--- src/rtl/hoop_pkg.sv ---
// hoop_pkg: constants and types shared by the hoop score controller and the hoop renderer.
//   - Rim, backboard and pole geometry in screen pixels. The renderer reads the same values,
//     so the drawn rim and the scoring window always agree.
//   - 12-bit {R,G,B} colour constants.
//   - Controller state enum.
//   - Helpers: an inclusive range test and a two-digit BCD increment.
package hoop_pkg;

    // Rim: the scoring window is [RimXL, RimXR]. RimY is the top of the rim.
    localparam logic [9:0] RimXL   = 10'd610;
    localparam logic [9:0] RimXR   = 10'd630;
    localparam logic [9:0] RimY    = 10'd155;

    // Backboard sits just right of the rim. The pole runs from the board down to the floor.
    localparam logic [9:0] BoardXL = 10'd631;
    localparam logic [9:0] BoardXR = 10'd637;
    localparam logic [9:0] BoardYT = 10'd95;
    localparam logic [9:0] BoardYB = 10'd170;
    localparam logic [9:0] PoleXL  = 10'd634;
    localparam logic [9:0] PoleXR  = 10'd639;
    localparam logic [9:0] PoleYT  = 10'd170;
    localparam logic [9:0] PoleYB  = 10'd479;

    localparam logic [11:0] RED   = 12'hF00;
    localparam logic [11:0] GREEN = 12'h0F0;
    localparam logic [11:0] WHITE = 12'hFFF;
    localparam logic [11:0] GRAY  = 12'h888;
    localparam logic [11:0] BLACK = 12'h000;

    typedef enum logic [1:0] {
        StIdle,
        StArmed,
        StScore,
        StFlash
    } hoop_state_e;

    function automatic logic in_span(input logic [9:0] v, input logic [9:0] lo,
                                     input logic [9:0] hi);
        return (v >= lo) && (v <= hi);
    endfunction

    // Add one to {tens, ones}. 99 wraps to 00.
    function automatic logic [7:0] bcd_inc2(input logic [7:0] v);
        logic [3:0] ones;
        logic [3:0] tens;
        ones = v[3:0];
        tens = v[7:4];
        if (ones >= 4'd9) begin
            ones = 4'd0;
            tens = (tens >= 4'd9) ? 4'd0 : tens + 4'd1;
        end else begin
            ones = ones + 4'd1;
        end
        return {tens, ones};
    endfunction

endpackage

--- src/rtl/hoop_score_ctrl_if.sv ---
// hoop_score_ctrl_if: connects the ball physics side to the score controller.
//   Physics/test side (master) drives:   frame_tick, ball_valid, ball_x, ball_y, score_clr
//   Controller (slave) drives:           hoop_rgb, score_bcd, score_pulse, flashing
interface hoop_score_ctrl_if;

    logic        frame_tick;
    logic        ball_valid;
    logic [9:0]  ball_x;
    logic [9:0]  ball_y;
    logic        score_clr;
    logic [11:0] hoop_rgb;
    logic [7:0]  score_bcd;
    logic        score_pulse;
    logic        flashing;

    modport master (
        output frame_tick,
        output ball_valid,
        output ball_x,
        output ball_y,
        output score_clr,
        input  hoop_rgb,
        input  score_bcd,
        input  score_pulse,
        input  flashing
    );

    modport slave (
        input  frame_tick,
        input  ball_valid,
        input  ball_x,
        input  ball_y,
        input  score_clr,
        output hoop_rgb,
        output score_bcd,
        output score_pulse,
        output flashing
    );

endinterface

--- src/rtl/bcd_counter2.sv ---
// bcd_counter2: two-digit BCD counter, 00..99, wrapping from 99 to 00.
//   clk    in   clock
//   rst_n  in   asynchronous active-low reset, clears the count to 00
//   clr    in   synchronous clear; takes priority over inc
//   inc    in   increment by one
//   bcd    out  {tens, ones}, registered
module bcd_counter2
    import hoop_pkg::*;
(
    input  logic       clk,
    input  logic       rst_n,
    input  logic       clr,
    input  logic       inc,
    output logic [7:0] bcd
);

    logic [7:0] bcd_q;
    logic [7:0] bcd_d;

    always_comb begin
        bcd_d = bcd_q;
        if (clr) begin
            bcd_d = 8'h00;
        end else if (inc) begin
            bcd_d = bcd_inc2(bcd_q);
        end
    end

    always_ff @(posedge clk or negedge rst_n) begin
        if (!rst_n) begin
            bcd_q <= 8'h00;
        end else begin
            bcd_q <= bcd_d;
        end
    end

    assign bcd = bcd_q;

endmodule

--- src/rtl/hoop_score_ctrl.sv ---
// hoop_score_ctrl: per-frame make detector and rim-flash controller for the hoop renderer.
// The ball position is sampled on each frame_tick. A make is a ball that was seen above the
// rim plane inside the rim x-span and is then seen at or below the plane, still inside it.
// A make bumps the BCD score, pulses score_pulse, and flashes the rim for FLASH_FRAMES frames.
//   clk               in   system clock
//   rst_n             in   asynchronous active-low reset
//   bus.frame_tick    in   one-cycle pulse per frame
//   bus.ball_valid    in   ball in flight (level)
//   bus.ball_x/y      in   ball centre, 10 bits each
//   bus.score_clr     in   synchronous score clear
//   bus.hoop_rgb      out  rim colour {R,G,B}
//   bus.score_bcd     out  {tens, ones}
//   bus.score_pulse   out  one-cycle pulse per make
//   bus.flashing      out  high while the rim flashes
// Build option HOOP_BLINK_EN: the flash alternates FLASH_COLOR/RIM_COLOR every BLINK_PERIOD
// frames instead of holding FLASH_COLOR.
module hoop_score_ctrl
    import hoop_pkg::*;
#(
    parameter logic [9:0]  RIM_X_L      = RimXL,
    parameter logic [9:0]  RIM_X_R      = RimXR,
    parameter logic [9:0]  RIM_Y        = RimY,
    parameter int unsigned FLASH_FRAMES = 30,
    parameter int unsigned BLINK_PERIOD = 4,
    parameter logic [11:0] RIM_COLOR    = RED,
    parameter logic [11:0] FLASH_COLOR  = GREEN
) (
    input  logic               clk,
    input  logic               rst_n,
    hoop_score_ctrl_if.slave   bus
);

    if (FLASH_FRAMES < 1 || FLASH_FRAMES > 255 || BLINK_PERIOD < 1 || BLINK_PERIOD > 256)
    begin : g_bad_params
        $error("hoop_score_ctrl: FLASH_FRAMES must be 1..255, BLINK_PERIOD 1..256");
    end

    localparam logic [7:0] FlashLoad = 8'(FLASH_FRAMES);

    hoop_state_e state_q, state_d;
    logic [7:0]  flash_cnt_q, flash_cnt_d;
    logic [11:0] hoop_rgb_q, hoop_rgb_d;
    logic        pulse_q, pulse_d;
    logic        flashing_q, flashing_d;
    logic        make;
    logic        in_x;
    logic        above_rim;
    logic [7:0]  score_bcd;

`ifdef HOOP_BLINK_EN
    localparam logic [7:0] BlinkLast = 8'(BLINK_PERIOD - 1);

    // phase counts frame ticks within the current blink phase. blink_on is high in FLASH_COLOR phases.
    logic [7:0] phase_q, phase_d;
    logic       blink_on_q, blink_on_d;
`endif

    assign in_x      = in_span(bus.ball_x, RIM_X_L, RIM_X_R);
    assign above_rim = bus.ball_y < RIM_Y;

    always_comb begin
        state_d     = state_q;
        flash_cnt_d = flash_cnt_q;
        hoop_rgb_d  = hoop_rgb_q;
        flashing_d  = flashing_q;
        pulse_d     = 1'b0;
        make        = 1'b0;
`ifdef HOOP_BLINK_EN
        phase_d     = phase_q;
        blink_on_d  = blink_on_q;
`endif
        unique case (state_q)
            StIdle: begin
                if (bus.frame_tick && bus.ball_valid && in_x && above_rim) begin
                    state_d = StArmed;
                end
            end
            StArmed: begin
                if (bus.frame_tick) begin
                    if (!bus.ball_valid || !in_x) begin
                        state_d = StIdle;
                    end else if (!above_rim) begin
                        // Pulse and score both register on this edge, so they appear in SCORE.
                        state_d = StScore;
                        pulse_d = 1'b1;
                        make    = 1'b1;
                    end
                end
            end
            StScore: begin
                state_d     = StFlash;
                flash_cnt_d = FlashLoad;
                flashing_d  = 1'b1;
                hoop_rgb_d  = FLASH_COLOR;
`ifdef HOOP_BLINK_EN
                phase_d     = 8'd0;
                blink_on_d  = 1'b1;
`endif
            end
            StFlash: begin
                if (bus.frame_tick) begin
                    // A count of 0 cannot occur here. It is treated as the last frame so the FSM cannot stick.
                    if (flash_cnt_q <= 8'd1) begin
                        flash_cnt_d = 8'd0;
                        state_d     = StIdle;
                        flashing_d  = 1'b0;
                        hoop_rgb_d  = RIM_COLOR;
                    end else begin
                        flash_cnt_d = flash_cnt_q - 8'd1;
`ifdef HOOP_BLINK_EN
                        if (phase_q == BlinkLast) begin
                            phase_d    = 8'd0;
                            blink_on_d = !blink_on_q;
                            hoop_rgb_d = blink_on_q ? RIM_COLOR : FLASH_COLOR;
                        end else begin
                            phase_d = phase_q + 8'd1;
                        end
`endif
                    end
                end
            end
            default: state_d = StIdle;
        endcase
    end

    always_ff @(posedge clk or negedge rst_n) begin
        if (!rst_n) begin
            state_q     <= StIdle;
            flash_cnt_q <= 8'd0;
            hoop_rgb_q  <= RIM_COLOR;
            pulse_q     <= 1'b0;
            flashing_q  <= 1'b0;
        end else begin
            state_q     <= state_d;
            flash_cnt_q <= flash_cnt_d;
            hoop_rgb_q  <= hoop_rgb_d;
            pulse_q     <= pulse_d;
            flashing_q  <= flashing_d;
        end
    end

`ifdef HOOP_BLINK_EN
    always_ff @(posedge clk or negedge rst_n) begin
        if (!rst_n) begin
            phase_q    <= 8'd0;
            blink_on_q <= 1'b0;
        end else begin
            phase_q    <= phase_d;
            blink_on_q <= blink_on_d;
        end
    end
`endif

    bcd_counter2 u_score (
        .clk   (clk),
        .rst_n (rst_n),
        .clr   (bus.score_clr),
        .inc   (make),
        .bcd   (score_bcd)
    );

    assign bus.hoop_rgb    = hoop_rgb_q;
    assign bus.score_bcd   = score_bcd;
    assign bus.score_pulse = pulse_q;
    assign bus.flashing    = flashing_q;

endmodule

--- src/flat_wrapper.sv ---
// flat-port wrapper written by rule: the top's interface ports become plain ports
module hoop_score_ctrl_flat import hoop_pkg::*;
#(
    parameter logic [9:0]  RIM_X_L      = RimXL,
    parameter logic [9:0]  RIM_X_R      = RimXR,
    parameter logic [9:0]  RIM_Y        = RimY,
    parameter int unsigned FLASH_FRAMES = 30,
    parameter int unsigned BLINK_PERIOD = 4,
    parameter logic [11:0] RIM_COLOR    = RED,
    parameter logic [11:0] FLASH_COLOR  = GREEN
)
  (clk, rst_n, bus_frame_tick, bus_ball_valid, bus_ball_x, bus_ball_y, bus_score_clr, bus_hoop_rgb, bus_score_bcd, bus_score_pulse, bus_flashing);
  hoop_score_ctrl_if bus_i ();
  input  logic clk;
  input  logic rst_n;
  input wire logic [$bits(bus_i.frame_tick)-1:0] bus_frame_tick;
  input wire logic [$bits(bus_i.ball_valid)-1:0] bus_ball_valid;
  input wire logic [$bits(bus_i.ball_x)-1:0] bus_ball_x;
  input wire logic [$bits(bus_i.ball_y)-1:0] bus_ball_y;
  input wire logic [$bits(bus_i.score_clr)-1:0] bus_score_clr;
  output wire logic [$bits(bus_i.hoop_rgb)-1:0] bus_hoop_rgb;
  output wire logic [$bits(bus_i.score_bcd)-1:0] bus_score_bcd;
  output wire logic [$bits(bus_i.score_pulse)-1:0] bus_score_pulse;
  output wire logic [$bits(bus_i.flashing)-1:0] bus_flashing;
  assign bus_i.frame_tick = bus_frame_tick;
  assign bus_i.ball_valid = bus_ball_valid;
  assign bus_i.ball_x = bus_ball_x;
  assign bus_i.ball_y = bus_ball_y;
  assign bus_i.score_clr = bus_score_clr;
  assign bus_hoop_rgb = bus_i.hoop_rgb;
  assign bus_score_bcd = bus_i.score_bcd;
  assign bus_score_pulse = bus_i.score_pulse;
  assign bus_flashing = bus_i.flashing;
  hoop_score_ctrl #(.RIM_X_L(RIM_X_L), .RIM_X_R(RIM_X_R), .RIM_Y(RIM_Y), .FLASH_FRAMES(FLASH_FRAMES), .BLINK_PERIOD(BLINK_PERIOD), .RIM_COLOR(RIM_COLOR), .FLASH_COLOR(FLASH_COLOR)) u_core (.clk(clk), .rst_n(rst_n), .bus(bus_i));
endmodule
--- config.mk ---
export PLATFORM = sky130hd
export DESIGN_NAME = hoop_score_ctrl_flat
export DESIGN_NICKNAME = d
export VERILOG_FILES = /design/src/rtl/hoop_pkg.sv /design/src/rtl/hoop_score_ctrl_if.sv /design/src/rtl/bcd_counter2.sv /design/src/rtl/hoop_score_ctrl.sv /design/src/flat_wrapper.sv
export SDC_FILE = /design/constraint.sdc
export NUM_CORES = 1
export LEC_CHECK = 0
export CELL_PAD_IN_SITES_DETAIL_PLACEMENT = 0
export CELL_PAD_IN_SITES_GLOBAL_PLACEMENT = 2
export CORE_MARGIN = 4
export CORE_UTILIZATION = 29
export DETAILED_ROUTE_END_ITERATION = 16
export PLACE_DENSITY_LB_ADDON = 0.1
export SYNTH_ARGS = -nofsm -noshare
export SYNTH_HDL_FRONTEND = slang
export SYNTH_HIERARCHICAL = 1
export SYNTH_SLANG_ARGS = --single-unit
--- constraint.sdc ---
create_clock -name clk -period 7.4 [get_ports clk]
set_input_delay 2.22 -clock clk [delete_from_list [all_inputs] [get_ports clk]]
set_output_delay 2.22 -clock clk [all_outputs]
set_load 0.05 [all_outputs]
==> out/results.ini <==
[status]
status = finished, final reports clean

[synth]
yosys-top-cells-area = dfrtp_1, ha_1, buf_4
netlist_area_um2 = 1400
ys_seq_area_share_pct = 37.8
yosysMostFrequentCell = dfrtp_1
ys_async_sr_fraction_pct = 100
synth_seq_cells = 21
synthTopCellsByCount = dfrtp_1, buf_4, inv_1
yosysWarnings = 6
syn_area_per_cell_um2 = 9.56
syn_inst = 146
synth_top_cell_area_share_pct = 35.9
ys.flop_type = dfrtp_1
synth_cell_types = 48
netlist.top_cell.by_area = dfrtp_1
synth_edf_count = 0

[timing]
rsz0062_at_grt = false
max_freq_mhz = 228
timing.final.crit_share_pct = 59.1
finalClockSkew_ns = 0.00138
slew_headroom_pct = 36.2
tightest_slew_ns = 0.954
final-setup-viol-count = 0
maxSlewViolCount = 0
tns_ns = 0
period_minus_slack_ns = 4.38
hold_viol_final = 0

[worst_setup_path]
start_kind = input port
cp.required_ns = 7.60
critPathMaxStageDelay_ns = 0.79
endpoint_kind = flip-flop
worstPathCellList = clkdlybuf4s50_1 -> nand2_1 -> nor4b_2 -> a31oi_4 -> a211oi_2 -> mux2_2
critical-path-slowest-cell = nor4b_2
cp_data_arrival_time_ns = 4.58
cp_max_fo = 11
critical_path_class = input port to flip-flop
ff2ff_path_depth = 6

[power_and_ir_drop]
seqPwrFrac_pct = 47.6
netSwitchingFraction_pct = 29.7
p_per_area_nw_per_um2 = 142
p_leak_nw = 0.759
power.share.clock_pct = 29.6
intPower_w = 0.000182
combPwrFrac_pct = 22.8
ir_drop_uv = 63.9
power.net_switching_w = 0.0000769

[cts]
root_buffer = clkbuf_8
cts_tree = yes
cts_setup_buffers = 0
htreeDepth = 1
clock_path_buffers = 2
cts.sinks = 21
ctsResizeCount = 0
postCtsHoldBufs = 0
clk_pin_slew_ns = 0.08
cts_buffers = 3
clk_latency_ns = 0.26

[global_route]
grt.total_usage_pct = 10.6
grt_pass1_vias = 1112
grt.overflow.total = 0
grt_max_degree = 22
antenna_found_initial = 0
grt_pass1_wl_um = 5220

[layout]
drive_above_1_share_pct = 8.43
antenna_cells = 0
final_nets = 212
area_delta_synth_final_pct = 30.9
final_util_pct = 40.6
stdcell_count = 230

[floorplanning]
fp.dieH_um = 77.4
start_util_pct = 31.0
die_x_um = 77.4
coreArea_um2 = 4500
num_rows = 24
ioPinCount = 47
die-area_um2 = 5980

[routing]
dr.pass1.iters = 4
via_per_inst = 5.12
drt_iter0_drc = 52
drtAntennaViolNets = 0
num_vias = 1178
routed_wl_um = 3190
drc = 0
wire_per_inst_um = 13.9

[placement]
place.gp.congestion = 0.777
port_buffers = 42
dp_cells = 226
dp_hpwl_um = 2390

[hold_path]
hp-class = flip-flop to flip-flop
hold_depth = 1

[flow_run]
cap_violations = 0

==> cells in the final DEF (no fill, tap or decap), types with 2 or more instances in the layout <==
cell type	synthesis	routed
o41ai_1	4	4
a22o_1	4	4
a22o_2	2	2
ha_1	8	8
xor2_1	4	4
conb_1	1	4
nand4_1	4	4
inv_1	11	11
clkdlybuf4s50_1	0	42
dfrtp_1	20	20
nand2b_1	3	3
a21oi_1	6	6
nor4b_1	3	2
a21o_1	2	2
o21ai_0	3	3
nor2_1	9	9
nand3_1	7	7
nand2_1	5	5
or4_1	2	2
nor3_1	3	3
a31oi_1	2	2
clkbuf_8	0	3
o21bai_1	2	2
o31ai_1	2	2
==> layer usage <==
| metal | GRT usage [%] | share of wire [%] | vias to the layer above |
|---|---|---|---|
| li1 | - | - | 579 |
| met1 | 14.1 | 48 | 543 |
| met2 | 16.8 | 42 | 54 |
| met3 | 1.85 | 8.3 | 2 |
| met4 | 4.98 | 1.1 | 0 |
| met5 | 0 | 0 | - |
==> state kept, by name (all words and copies together), names as in the netlist, named ones only <==
signal                  cells
u_core/flash_cnt_q          8
u_core/u_score/bcd          8
u_core/bus.hoop_rgb         2
u_core/bus.score_pulse      1
u_core/state_q              1
==> final timing paths <==
path	from	end	slack (ns)
min in group asynchronous	rst_n	u_core/flash_cnt_q[0]$_DFFE_PN0P_	2.49
setup reg to reg	flip-flop	u_core/u_score/bcd[4]$_DFFE_PN0P_	4.77
hold reg to reg	u_core/flash_cnt_q[0]$_DFFE_PN0P_	u_core/flash_cnt_q[0]$_DFFE_PN0P_	0.55
hold / removal	u_core/flash_cnt_q[0]$_DFFE_PN0P_	u_core/flash_cnt_q[0]$_DFFE_PN0P_	0.55
setup / recovery	bus_frame_tick	u_core/u_score/bcd[4]$_DFFE_PN0P_	3.02
max in group asynchronous	rst_n	asynchronous set/reset pin	4.33
==> cells by family (layout without fill, tap and decap cells) <==
| logic type | Yosys count | count (layout) | share of synthesized area [%] |
|---|---|---|---|
| AO/OA/AOI/OAI | 37 | 37 | 20.7 |
| adder cells (fa/ha/maj) | 8 | 8 | 7.18 |
| flip-flops | 21 | 21 | 37.8 |
| XOR/XNOR | 4 | 4 | 2.51 |
| multiplexers | 1 | 1 | 0.807 |
| AND/OR/NAND/NOR | 46 | 46 | 19.4 |
| buffers and inverters | 28 | 57 | 11.4 |
| other | 1 | 4 | 0.269 |
==> through the flow <==
step	area, µm²	total power (W)	setup WS, ns	hold slack (ns)
2_1_floorplan	1410	0.000161	3.05	0.504
3_3_place_gp	1780	0.000185	2.79	0.538
3_5_place_dp	1780	0.000185	2.74	0.539
4_1_cts	1830	0.000263	3.02	0.554
5_1_grt	1830	0.000273	2.76	0.576
6_report	1830	0.000259	3.02	0.549
==> critical path, delay by kind of cell <==
family          cells  cell delay, ns
compound gates      2            0.54
buf+inv             1            0.72
mux                 1            0.19
simple gates        2            0.91
==> power groups by stage <==
stage	combinational, W	clock [W]	sequential [W]
global route	0.0000631	0.0000851	0.000125
global placement	0.0000594	0	0.000126
floorplan	0.0000236	0	0.000137
detailed placement	0.0000593	0	0.000126
finish	0.0000589	0.0000767	0.000123
CTS	0.0000595	0.0000803	0.000124
==> cell type report <==
type / instances / area, µm²
fillers: 431 / 2680
flip-flops and latches: 21 / 527
inverters: 11 / 41.3
clock buffers: 3 / 41.3
well taps: 52 / 65.1
repair buffers: 42 / 420
clock inverters: 1 / 5.00
multi-input cells: 100 / 727
No activity file was read; power rests on OpenSTA's default activity.
